===== src/rtl/pacote_mips.sv =====
// Shared definitions for the fetch stage: word width, NOP encoding and
// the fetch FSM state encoding.
package pacote_mips;

  localparam int LARGURA_PALAVRA = 32;

  localparam logic [LARGURA_PALAVRA-1:0] NOP = 32'h0;

  typedef logic [1:0] estado_t;

  localparam estado_t BUSCA  = 2'd0;
  localparam estado_t PARADO = 2'd1;
  localparam estado_t DESVIO = 2'd2;

endpackage


===== src/rtl/registrador_if_id.sv =====
// IF/ID pipeline register. Flush wins over hold, hold wins over load;
// with no control asserted the contents are kept.
import pacote_mips::*;

module registrador_if_id (
  input  logic                       clock,
  input  logic                       reset,
  input  logic                       carregar,
  input  logic                       limpar,
  input  logic                       manter,
  input  logic [LARGURA_PALAVRA-1:0] instr_in,
  input  logic [LARGURA_PALAVRA-1:0] pc_in,
  input  logic [LARGURA_PALAVRA-1:0] pc_mais1_in,
  output logic [LARGURA_PALAVRA-1:0] instrucao_id,
  output logic [LARGURA_PALAVRA-1:0] pc_id,
  output logic [LARGURA_PALAVRA-1:0] pc_mais1_id,
  output logic                       valido_id
);

  logic [LARGURA_PALAVRA-1:0] instr_d, instr_q;
  logic [LARGURA_PALAVRA-1:0] pc_d, pc_q;
  logic [LARGURA_PALAVRA-1:0] pc_mais1_d, pc_mais1_q;
  logic                       valido_d, valido_q;

  // Next contents: a flush inserts a bubble but leaves the PC fields alone.
  always_comb begin
    instr_d    = instr_q;
    pc_d       = pc_q;
    pc_mais1_d = pc_mais1_q;
    valido_d   = valido_q;
    if (limpar) begin
      instr_d  = NOP;
      valido_d = 1'b0;
    end else if (manter) begin
      instr_d  = instr_q;
    end else if (carregar) begin
      instr_d    = instr_in;
      pc_d       = pc_in;
      pc_mais1_d = pc_mais1_in;
      valido_d   = 1'b1;
    end
  end

  // Register update with synchronous active-low reset.
  always_ff @(posedge clock) begin
    if (!reset) begin
      instr_q    <= NOP;
      pc_q       <= '0;
      pc_mais1_q <= '0;
      valido_q   <= 1'b0;
    end else begin
      instr_q    <= instr_d;
      pc_q       <= pc_d;
      pc_mais1_q <= pc_mais1_d;
      valido_q   <= valido_d;
    end
  end

  assign instrucao_id = instr_q;
  assign pc_id        = pc_q;
  assign pc_mais1_id  = pc_mais1_q;
  assign valido_id    = valido_q;

endmodule


===== src/rtl/estagio_busca.sv =====
// Instruction fetch stage: word-addressed PC, redirect/stall FSM and the
// IF/ID register. Optional instruction counter enabled by CONTADOR_INSTR_EN.
//
// state  | meaning
// BUSCA  | normal sequential fetch
// PARADO | stalled, PC and IF/ID held
// DESVIO | first cycle after a redirect, IF/ID holds a bubble
import pacote_mips::*;

module estagio_busca #(
  parameter int PROFUNDIDADE = 32,
  parameter int PC_INICIAL   = 0
) (
  input  logic                       clock,
  input  logic                       reset,
  input  logic                       parar,
  input  logic                       desvio_valido,
  input  logic [LARGURA_PALAVRA-1:0] end_desvio,
  output logic [LARGURA_PALAVRA-1:0] endSaida,
  input  logic [LARGURA_PALAVRA-1:0] instrucao,
  output logic [LARGURA_PALAVRA-1:0] instrucao_id,
  output logic [LARGURA_PALAVRA-1:0] pc_id,
  output logic [LARGURA_PALAVRA-1:0] pc_mais1_id,
  output logic                       valido_id
`ifdef CONTADOR_INSTR_EN
  ,output logic [LARGURA_PALAVRA-1:0] contador_instr
`endif
);

  localparam int AW = $clog2(PROFUNDIDADE);
  localparam logic [AW-1:0] PC_RESET = AW'(PC_INICIAL);

  logic [AW-1:0] pc_d, pc_q;
  logic [AW-1:0] pc_mais1;
  estado_t       estado_d, estado_q;
  estado_t       estado_alvo;
  logic          carregar;
  logic          sinal_unused;

  // Upper target bits are discarded: the PC wraps at the memory depth.
  assign sinal_unused = ^end_desvio[LARGURA_PALAVRA-1:AW];

  assign pc_mais1 = pc_q + AW'(1);
  assign carregar = !desvio_valido && !parar;

  // Next PC and state; DESVIO does not delay the decision, it only marks it.
  always_comb begin
    pc_d        = pc_q;
    estado_alvo = BUSCA;
    if (desvio_valido) begin
      pc_d        = end_desvio[AW-1:0];
      estado_alvo = DESVIO;
    end else if (parar) begin
      estado_alvo = PARADO;
    end else begin
      pc_d        = pc_mais1;
      estado_alvo = BUSCA;
    end
    case (estado_q)
      BUSCA, PARADO, DESVIO: estado_d = estado_alvo;
      default:               estado_d = BUSCA;
    endcase
  end

  // PC and state registers.
  always_ff @(posedge clock) begin
    if (!reset) begin
      pc_q     <= PC_RESET;
      estado_q <= BUSCA;
    end else begin
      pc_q     <= pc_d;
      estado_q <= estado_d;
    end
  end

  assign endSaida = LARGURA_PALAVRA'(pc_q);

  registrador_if_id u_if_id (
    .clock        (clock),
    .reset        (reset),
    .carregar     (carregar),
    .limpar       (desvio_valido),
    .manter       (parar),
    .instr_in     (instrucao),
    .pc_in        (LARGURA_PALAVRA'(pc_q)),
    .pc_mais1_in  (LARGURA_PALAVRA'(pc_mais1)),
    .instrucao_id (instrucao_id),
    .pc_id        (pc_id),
    .pc_mais1_id  (pc_mais1_id),
    .valido_id    (valido_id)
  );

`ifdef CONTADOR_INSTR_EN
  logic [LARGURA_PALAVRA-1:0] contador_d, contador_q;

  // Counts every edge that writes a real instruction into IF/ID.
  always_comb begin
    contador_d = contador_q;
    if (carregar) contador_d = contador_q + 32'd1;
  end

  // Counter register.
  always_ff @(posedge clock) begin
    if (!reset) contador_q <= '0;
    else        contador_q <= contador_d;
  end

  assign contador_instr = contador_q;
`endif

endmodule

===== config.mk =====
export PLATFORM = sky130hd
export DESIGN_NAME = estagio_busca
export DESIGN_NICKNAME = d
export VERILOG_FILES = /design/src/rtl/pacote_mips.sv /design/src/rtl/registrador_if_id.sv /design/src/rtl/estagio_busca.sv
export SDC_FILE = /design/constraint.sdc
export NUM_CORES = 1
export LEC_CHECK = 0
export ABC_AREA = 1
export BUFFER_PORTS_ARGS = -buffer_cell sky130_fd_sc_hd__buf_4
export CELL_PAD_IN_SITES_DETAIL_PLACEMENT = 1
export CELL_PAD_IN_SITES_GLOBAL_PLACEMENT = 2
export CORE_MARGIN = 2
export CORE_UTILIZATION = 25
export CTS_CLUSTER_DIAMETER = 60
export DETAILED_ROUTE_END_ITERATION = 10
export GPL_TIMING_DRIVEN = 0
export PLACE_DENSITY_LB_ADDON = 0.1
export SETUP_SLACK_MARGIN = 0.15
export SLEW_MARGIN = 15
export SYNTH_ARGS = -nofsm -noshare
export SYNTH_HDL_FRONTEND = slang
export SYNTH_HIERARCHICAL = 1
export SYNTH_SLANG_ARGS = --single-unit

===== constraint.sdc =====
create_clock -name clock -period 1.3 [get_ports clock]
set_input_delay 0.325 -clock clock [delete_from_list [all_inputs] [get_ports clock]]
set_output_delay 0.325 -clock clock [all_outputs]
set_load 0.05 [all_outputs]

==> results.cfg <==
[placed_design]
pre_cts_ws_ns = -0.2442
port_buffers = 142
dpl.hpwl_um = 10570
gp_congestion = 0.7694

[yosys]
ys_warn_count = 6
ys_ff_latch = 102
synth_area_um2 = 4511
syn_area_per_cell_um2 = 7.015
yosysSeqAreaShare_pct = 45.27
netlist_instances = 643
yosysUniqueCellTypes = 24

[detailed_routing]
routedWlPerCell_um = 12.94
ant_nets = 0
wl_um = 14700
drc = 0
drt-vias-per-instance = 4.121
routed-via-count = 4681
drt_iter0_drc = 107
drt_first_pass_iters = 4

[global_routing]
grtUsageMet3_pct = 3.672
grt_pass1_wl_um = 23950
met2_usage_pct = 27.54
antenna_found_initial = 0
grt.total_usage_pct = 15.38
busiest_layer = met2
grt_pass1_vias = 4878
use_met1_pct = 18.18
grt_remaining_overflow = 0
grt_max_degree = 16

[clock_tree]
cts_sinks = 102
cts_hold_buf = 0
clockBufferDepth = 2
ctsRootBufferMaster = clkbuf_16
cts_buffers = 9
clkLatencyLatePin_ns = 0.35
cts_tree = yes
path_clk_slew_ns = 0.06
h-tree-depth = 3

[timing]
finalHoldViolations = 0
setup_violations = 0
skew_ns = 0.003565
max_freq_mhz = 819.1
maxSlewViolCount = 0
fin_ws_ns = 0.07912
grt_setup_unrepaired = yes
holdWs_ns = 0.2113
min_period_ns = 1.221
fin_crit_sh_pct = 93.91

[worst_setup_path]
path_class = reg2out
startpoint_type = flip-flop
cpPeakStageDelay_ns = 0.39
r2r_slack_ns = 0.13
critPathCaptureType = output pin
required_ns = 0.98
crit_fanout = 4
cpMaxStageDelayCell = dfxtp_4
cp.arrival_ns = 0.90
crit_family = flip-flops
crit_path_cell_trace = buf_8
cp.buffers_inverters = 1

[pwr]
pwr_density_cell_nw_per_um2 = 993.6
power_mw = 7.657
p_int_mw = 5.326
pwr-share-seq_pct = 43.6
clkPwrFrac_pct = 33.7
p_comb_share_pct = 22.7
switchingPower_mw = 2.331
p_leak_nw = 3.437
swShare_pct = 30.44
irDropWorstVdd_mv = 0.6890

[floorplan]
top_level_ports = 197
start_util_pct = 25.28
die_area_um2 = 19130
rows = 49
chipWidth_um = 138.3
core_um2 = 17840
die_h_um = 138.3

[layout]
drive_gt1_share_pct = 40.90
final_cell_mix = nor2_1, buf_4, buf_8, dfxtp_2, conb_1
diodes = 0
layout.nets = 973
final_common_cell = nor2_1
area.growth.synth_to_final_pct = 70.85

[status]
status = finished clean

[hold_path]
min-delay-path-class = in2reg

[run]
max_cap_violations = 0
## kinds of logic after synthesis
group | Yosys count | synth area share [%]
simple gates | 285 | 26.07
buf+inv | 149 | 16.50
compound gates | 104 | 11.59
flops | 102 | 45.27
xor+xnor | 1 | 0.1942
fa+ha+maj | 1 | 0.2773
other cells | 1 | 0.08314
## what timing repair did
action / in CTS / in global routing
pin swaps: 1 / 10
resized for setup: 270 / 64
endpoints found under the setup margin: 108 / 188
cloned: 0 / 1
buffers inserted: 15 / 12
## synth_stat cells
cell	number	area, µm²
nor2_4	1	11.26
o21a_1	1	7.510
dfxtp_1	102	2042
conb_1	1	3.750
nand3_1	68	340.3
nand2_1	79	296.5
clkbuf_2	2	10.01
nand4_1	2	12.51
buf_4	36	270.3
nor2_2	1	6.260
xor2_1	1	8.760
and2_1	1	6.260
nor3_1	1	5.000
nor2_1	131	491.7
buf_2	32	160.2
o21ai_1	7	35.03
o21ai_0	29	145.1
nand2_2	1	6.260
ha_1	1	12.51
buf_6	1	11.26
inv_2	2	7.510
clkbuf_1	1	3.750
inv_1	75	281.5
a21oi_1	67	335.3
## power by group through the flow
stage / combinational [mW] / clock (mW) / sequential [mW]
floorplan: 0.727 / 0 / 3.71
CTS: 1.65 / 2.70 / 3.34
global route: 1.88 / 2.84 / 3.36
finish: 1.74 / 2.58 / 3.34
detailed placement: 1.48 / 0 / 3.38
global placement: 1.46 / 0 / 3.37
## through the flow
stage / TNS (ns) / cells / cell area, µm² / util (%)
after floorplan: 0 / 723 / 4872 / -
after global placement: -16.62 / 1094 / 6225 / 34.89
after detailed placement: -18.34 / 1094 / 6225 / 34.89
after CTS: 0 / 1123 / 7390 / 41.42
after global routing: 0 / 1136 / 7706 / 43.19
final: 0 / 1136 / 7706 / 43.19
## cell type report
type / instances / area (µm²)
clock buffer: 11 / 254.0
multi-input combinational: 472 / 2069
inverter: 77 / 291.5
buffer: 72 / 545.5
sequential: 102 / 2182
tap: 229 / 286.5
fill: 2178 / 10130
clock inverter: 3 / 20.02
timing repair buffer: 170 / 2057
## worst paths after layout
check / start / to / cells past startpoint
setup / recovery: pc_q[1] / endSaida[1] / 1
hold / removal: reset / pc_q[1] / 3
hold reg to reg: u_if_id/instrucao_id[12] / u_if_id/instrucao_id[12] / 2
setup reg to reg: pc_q[0] / u_if_id/pc_mais1_id[4] / 9
## layer usage
layer	part of all wire, %	vias up
li1	-	2417
met1	43	2146
met2	51	102
met3	5.0	16
met4	1.6	0
met5	0	-
## registers in the layout, indices dropped and copies added, names as in the netlist
register              cells
u_if_id/pc_mais1_id      32
u_if_id/valido_id         1
pc_q                      5
u_if_id/instrucao_id     32
u_if_id/pc_id            32
Power figures use the tool's default switching activity.
